<file path="src/rtl/prog_counter.sv">
// prog_counter: prescaled up/down counter with modulo, wrap/saturate and tc.
// Optional capture port set under `PCNT_CAPTURE_EN`.
//
// Ports:
//   clk, rstn_n       clock, async active-low reset
//   en                enables prescaler and counter
//   dir               1 = up, 0 = down
//   mode_sat          0 = wrap, 1 = saturate at boundary
//   clr, load         sync clear / sync load of load_val (clr wins)
//   load_val, modulo  load value, upper bound of range 0..modulo
//   presc             prescale divisor minus 1
//   out_en            output-enable request
//   count, tc         registered count, registered terminal-count pulse
//   oe                {WIDTH{out_en}}, combinational
//   cap/cap_val/cap_vld  capture strobe and result (PCNT_CAPTURE_EN only)
module prog_counter #(
    parameter int WIDTH = 8,
    parameter int PW    = 4
) (
    input  logic             clk,
    input  logic             rstn_n,
    input  logic             en,
    input  logic             dir,
    input  logic             mode_sat,
    input  logic             clr,
    input  logic             load,
    input  logic [WIDTH-1:0] load_val,
    input  logic [WIDTH-1:0] modulo,
    input  logic [PW-1:0]    presc,
    input  logic             out_en,
`ifdef PCNT_CAPTURE_EN
    input  logic             cap,
    output logic [WIDTH-1:0] cap_val,
    output logic             cap_vld,
`endif
    output logic [WIDTH-1:0] count,
    output logic             tc,
    output logic [WIDTH-1:0] oe
);

    logic [WIDTH-1:0] count_q, count_d;
    logic [PW-1:0]    pc_q, pc_d;
    logic             tc_q, tc_d;
    logic             tick;
    logic             at_bnd;

    // pc compares for equality only, so lowering presc below pc makes
    // pc run on and wrap mod 2^PW before the next tick.
    assign tick = en && (pc_q == presc);

    assign at_bnd = dir ? (count_q >= modulo) : (count_q == '0);

    always_comb begin
        pc_d = pc_q;
        if (clr || load)
            pc_d = '0;
        else if (en)
            pc_d = tick ? '0 : pc_q + PW'(1);
    end

    always_comb begin
        count_d = count_q;
        tc_d    = 1'b0;
        if (clr) begin
            count_d = '0;
        end else if (load) begin
            count_d = load_val;
        end else if (tick) begin
            // Saturate holds still pulse tc on every boundary tick.
            tc_d = at_bnd;
            if (dir) begin
                if (!at_bnd)
                    count_d = count_q + WIDTH'(1);
                else if (!mode_sat)
                    count_d = '0;
            end else begin
                if (!at_bnd)
                    count_d = count_q - WIDTH'(1);
                else if (!mode_sat)
                    count_d = modulo;
            end
        end
    end

    always_ff @(posedge clk or negedge rstn_n) begin
        if (!rstn_n) begin
            count_q <= '0;
            pc_q    <= '0;
            tc_q    <= 1'b0;
        end else begin
            count_q <= count_d;
            pc_q    <= pc_d;
            tc_q    <= tc_d;
        end
    end

    assign count = count_q;
    assign tc    = tc_q;
    assign oe    = {WIDTH{out_en}};

`ifdef PCNT_CAPTURE_EN
    logic [WIDTH-1:0] cap_val_q;
    logic             cap_vld_q;

    // Snapshot is the pre-update count, independent of en/clr/load.
    always_ff @(posedge clk or negedge rstn_n) begin
        if (!rstn_n) begin
            cap_val_q <= '0;
            cap_vld_q <= 1'b0;
        end else begin
            cap_vld_q <= cap;
            if (cap)
                cap_val_q <= count_q;
        end
    end

    assign cap_val = cap_val_q;
    assign cap_vld = cap_vld_q;
`endif

endmodule

</file>
<file path="config.mk">
export PLATFORM = sky130hd
export DESIGN_NAME = prog_counter
export DESIGN_NICKNAME = d
export VERILOG_FILES = /design/src/rtl/prog_counter.sv
export SDC_FILE = /design/constraint.sdc
export NUM_CORES = 1
export LEC_CHECK = 0
export CAP_MARGIN = 20
export CORE_MARGIN = 2
export CORE_UTILIZATION = 40
export DETAILED_ROUTE_END_ITERATION = 16
export PLACE_DENSITY_LB_ADDON = 0.12
export REMOVE_ABC_BUFFERS = 1
export SETUP_SLACK_MARGIN = 0.02
export SLEW_MARGIN = 5
export SYNTH_ARGS = -nofsm -noshare
export SYNTH_HDL_FRONTEND = slang
export SYNTH_SLANG_ARGS = --single-unit
</file>
<file path="constraint.sdc">
create_clock -name clk -period 3.6 [get_ports clk]
set_input_delay 0.72 -clock clk [delete_from_list [all_inputs] [get_ports clk]]
set_output_delay 0.72 -clock clk [all_outputs]
set_load 0.02 [all_outputs]
</file>
==> out/metrics.csv <==
stage,metric,value,unit
status,status,completed,
timing,Final Setup Violations,0,
global_route,met3 Use GR,0.0473,
cts,clk root buf,clkbuf_8,
drt,Pre-antenna DRT Iters,4,
critical_path,Worst Setup Start Kind,input port,
synthesis,register area share after synthesis,0.205,
global_route,met1 usage,0.285,
die,Die X,67.0,um
place,DP HPWL,3130,um
timing,worst slew pin tran,0.610,ns
place,Placed Area,1890,um2
finish,diode count,0,
critical_path,Crit. Startpoint,modulo[5],
timing,Fin. Hold Viols,0,
drt,vias per cell,5.68,
timing,total negative slack,0,ns
timing,unrepaired setup endpoints after global routing,false,
synthesis,number of flops mapped to enable cells by yosys,0,
synthesis,Mapped Cells,179,
drt,Via Count,1414,
cts,CTS Sinks,13,
critical_path,worst r2r path cells,8,
worst_hold_path,hold crit path type,reg -> reg,
power_and_ir_drop,Worst VDD drop,0.120,mV
cts,CTS Buf Count,3,
job,max cap viols,0,
drt,DRC,0,
timing,Slew HR,0.592,
finish,area delta synth->final,22.1,%
cts,CTS tree,yes,
critical_path,CP Class,in -> reg,
die,starting density of the core,0.424,
cts,H-tree levels,1,
power_and_ir_drop,static leakage power,0.803,nW
cts,hold_buf cts,0,
finish,final instance area,1940,um2
drt,WL final,4090,um
critical_path,WP data required,3.74,ns
timing,Tcrit/Tclk final,0.812,
cts,Bufs on Longest Clock Path,2,
critical_path,worst r2r dst,count[7],
timing,FMAX,342,MHz
finish,"commonest non-fill, non-tap cells in the layout","clkdlybuf4s50_1, nor2_1, dfrtp_1",
place,RD Place Congestion,0.881,
critical_path,r2r setup slk,0.89,ns
cts,CTS resizes,0,
die,Die ar.,4490,um2
critical_path,RR Startpoint,count[0],
finish,net total in the final layout,241,
cts,Clock transition at path regs,0.05,ns
critical_path,Setup crit end,count[7],
drt,Routed Antenna Nets,0,
synthesis,synth unique cells,59,
timing,skew final,0.00352,ns
drt,average wire per standard cell,16.4,um
timing,Tmin final,2.92,ns
power_and_ir_drop,Pwr Density,275,nW/um2
die,total core area,3740,um2
global_route,Total GRT Usage,0.201,
critical_path,Max Fanout on Critical Path,5,
global_route,total grt overflow,0,
timing,max-slew violation count,0,
global_route,met2 global-route usage,0.313,
drt,DR iter-0 viols,91,
die,# rows,22,
power_and_ir_drop,Design Power,533,uW
synthesis,Synth warnings,0,
synthesis,predominant post-synthesis flop cell,dfrtp_1,
finish,"most common cell after layout, fill and taps aside",clkdlybuf4s50_1,
global_route,first-pass GRT wire length,6800,um
global_route,GRT busiest layer,met2,
synthesis,Yosys reg bits,13,
die,chip height,67.0,um
critical_path,crit path DAT,3.06,ns
global_route,largest net degree at the start of global routing,21,
synthesis,Avg Synthesized Cell Area,8.86,um2
synthesis,Synth async-reset ratio,1.00,
cts,Skew-Pair Late Insertion Delay,0.24,ns
die,I/O Pins,45,
global_route,initial antenna violation count,0,
cts,Post-CTS Setup Bufs,0,
critical_path,Worst Setup End Kind,flip-flop,
global_route,vias in the first global route,1344,
finish,share of cells above drive strength 1,0.129,
synthesis,"Cell Area, Synth",1590,um2
place,I/O Buffers,35,
-- through the flow --
| step | instances | hold slack, ns | utilization | setup slack (ns) |
|---|---|---|---|---|
| final | 249 | 0.561 | 0.517 | 0.678 |
| after global routing | 249 | 0.597 | 0.517 | 0.537 |
| after CTS | 249 | 0.569 | 0.517 | 0.666 |
| after detailed placement | 245 | 0.552 | 0.505 | 0.416 |
| after global placement | 245 | 0.554 | 0.505 | 0.499 |
| after floorplan | 160 | 0.424 | - | 1.08 |
-- worst max-delay path, cell delays in order --
cell and delay (ns):
clkdlybuf4s50_1 0.45, inv_1 0.05, ha_1 0.30, a211o_1 0.28
a211o_1 0.31, o21bai_4 0.21, a31oi_2 0.32, nor2_2 0.09
o41ai_2 0.32
-- synth_stat cells, drive strengths merged, types with 5 or more instances --
master	count	area, um2
dfrtp	13	325
a31oi	5	58.8
nor3	9	45.0
nand2b	5	38.8
buf	16	109
ha	11	138
nand4	5	31.3
inv	13	48.8
nor2	16	65.1
nand3	6	30.0
o41ai	5	73.8
nand2	5	18.8
xor2	10	87.6
a21oi	8	43.8
-- worst min-delay path by stage --
stage / from / to / slack [ns] / cells after the start
after global placement: pc_q[3] / pc_q[3] / 0.55 / 2
after CTS: pc_q[3] / pc_q[3] / 0.57 / 2
after global routing: pc_q[3] / pc_q[3] / 0.60 / 2
final: pc_q[3] / pc_q[3] / 0.56 / 2
after floorplan: rstn_n / count[0] / 0.42 / 0
after detailed placement: pc_q[3] / pc_q[3] / 0.55 / 2
-- cell type report --
cell class | count | area (um2)
Clock buffer | 4 | 45.0
Fill cell | 373 | 1810
Inverter | 14 | 52.6
Multi-Input combinational cell | 133 | 1090
Sequential cell | 13 | 325
Tap cell | 48 | 60.1
Timing Repair Buffer | 37 | 365
-- kinds of logic after synthesis --
kind of cell | after synthesis | synth area share
buffers and inverters | 33 | 0.109
muxes | 2 | 0.0126
AOI/OAI and AO/OA | 45 | 0.281
xor gates and xnor gates | 14 | 0.0773
adders and majority gates | 11 | 0.0867
DFF | 13 | 0.205
and+or+nand+nor | 61 | 0.229
-- where the power goes --
group          internal, mW  total (mW)  switching (mW)
clock                0.0780       0.128          0.0495
combinational         0.112       0.224           0.112
sequential            0.154       0.181          0.0279
total                 0.344       0.533           0.190
-- per-layer routing --
layer  vias to the layer above  part of all wire
li1                        705                 -
met1                       660              0.44
met2                        45              0.48
met3                         4             0.067
met4                         0            0.0054
met5                         -                 0
-- sequential cells by signal, summed over array words and instances (netlist names) --
signal	count
count	8
tc	1
pc_q	4
No activity file was read; power rests on OpenSTA's default activity.
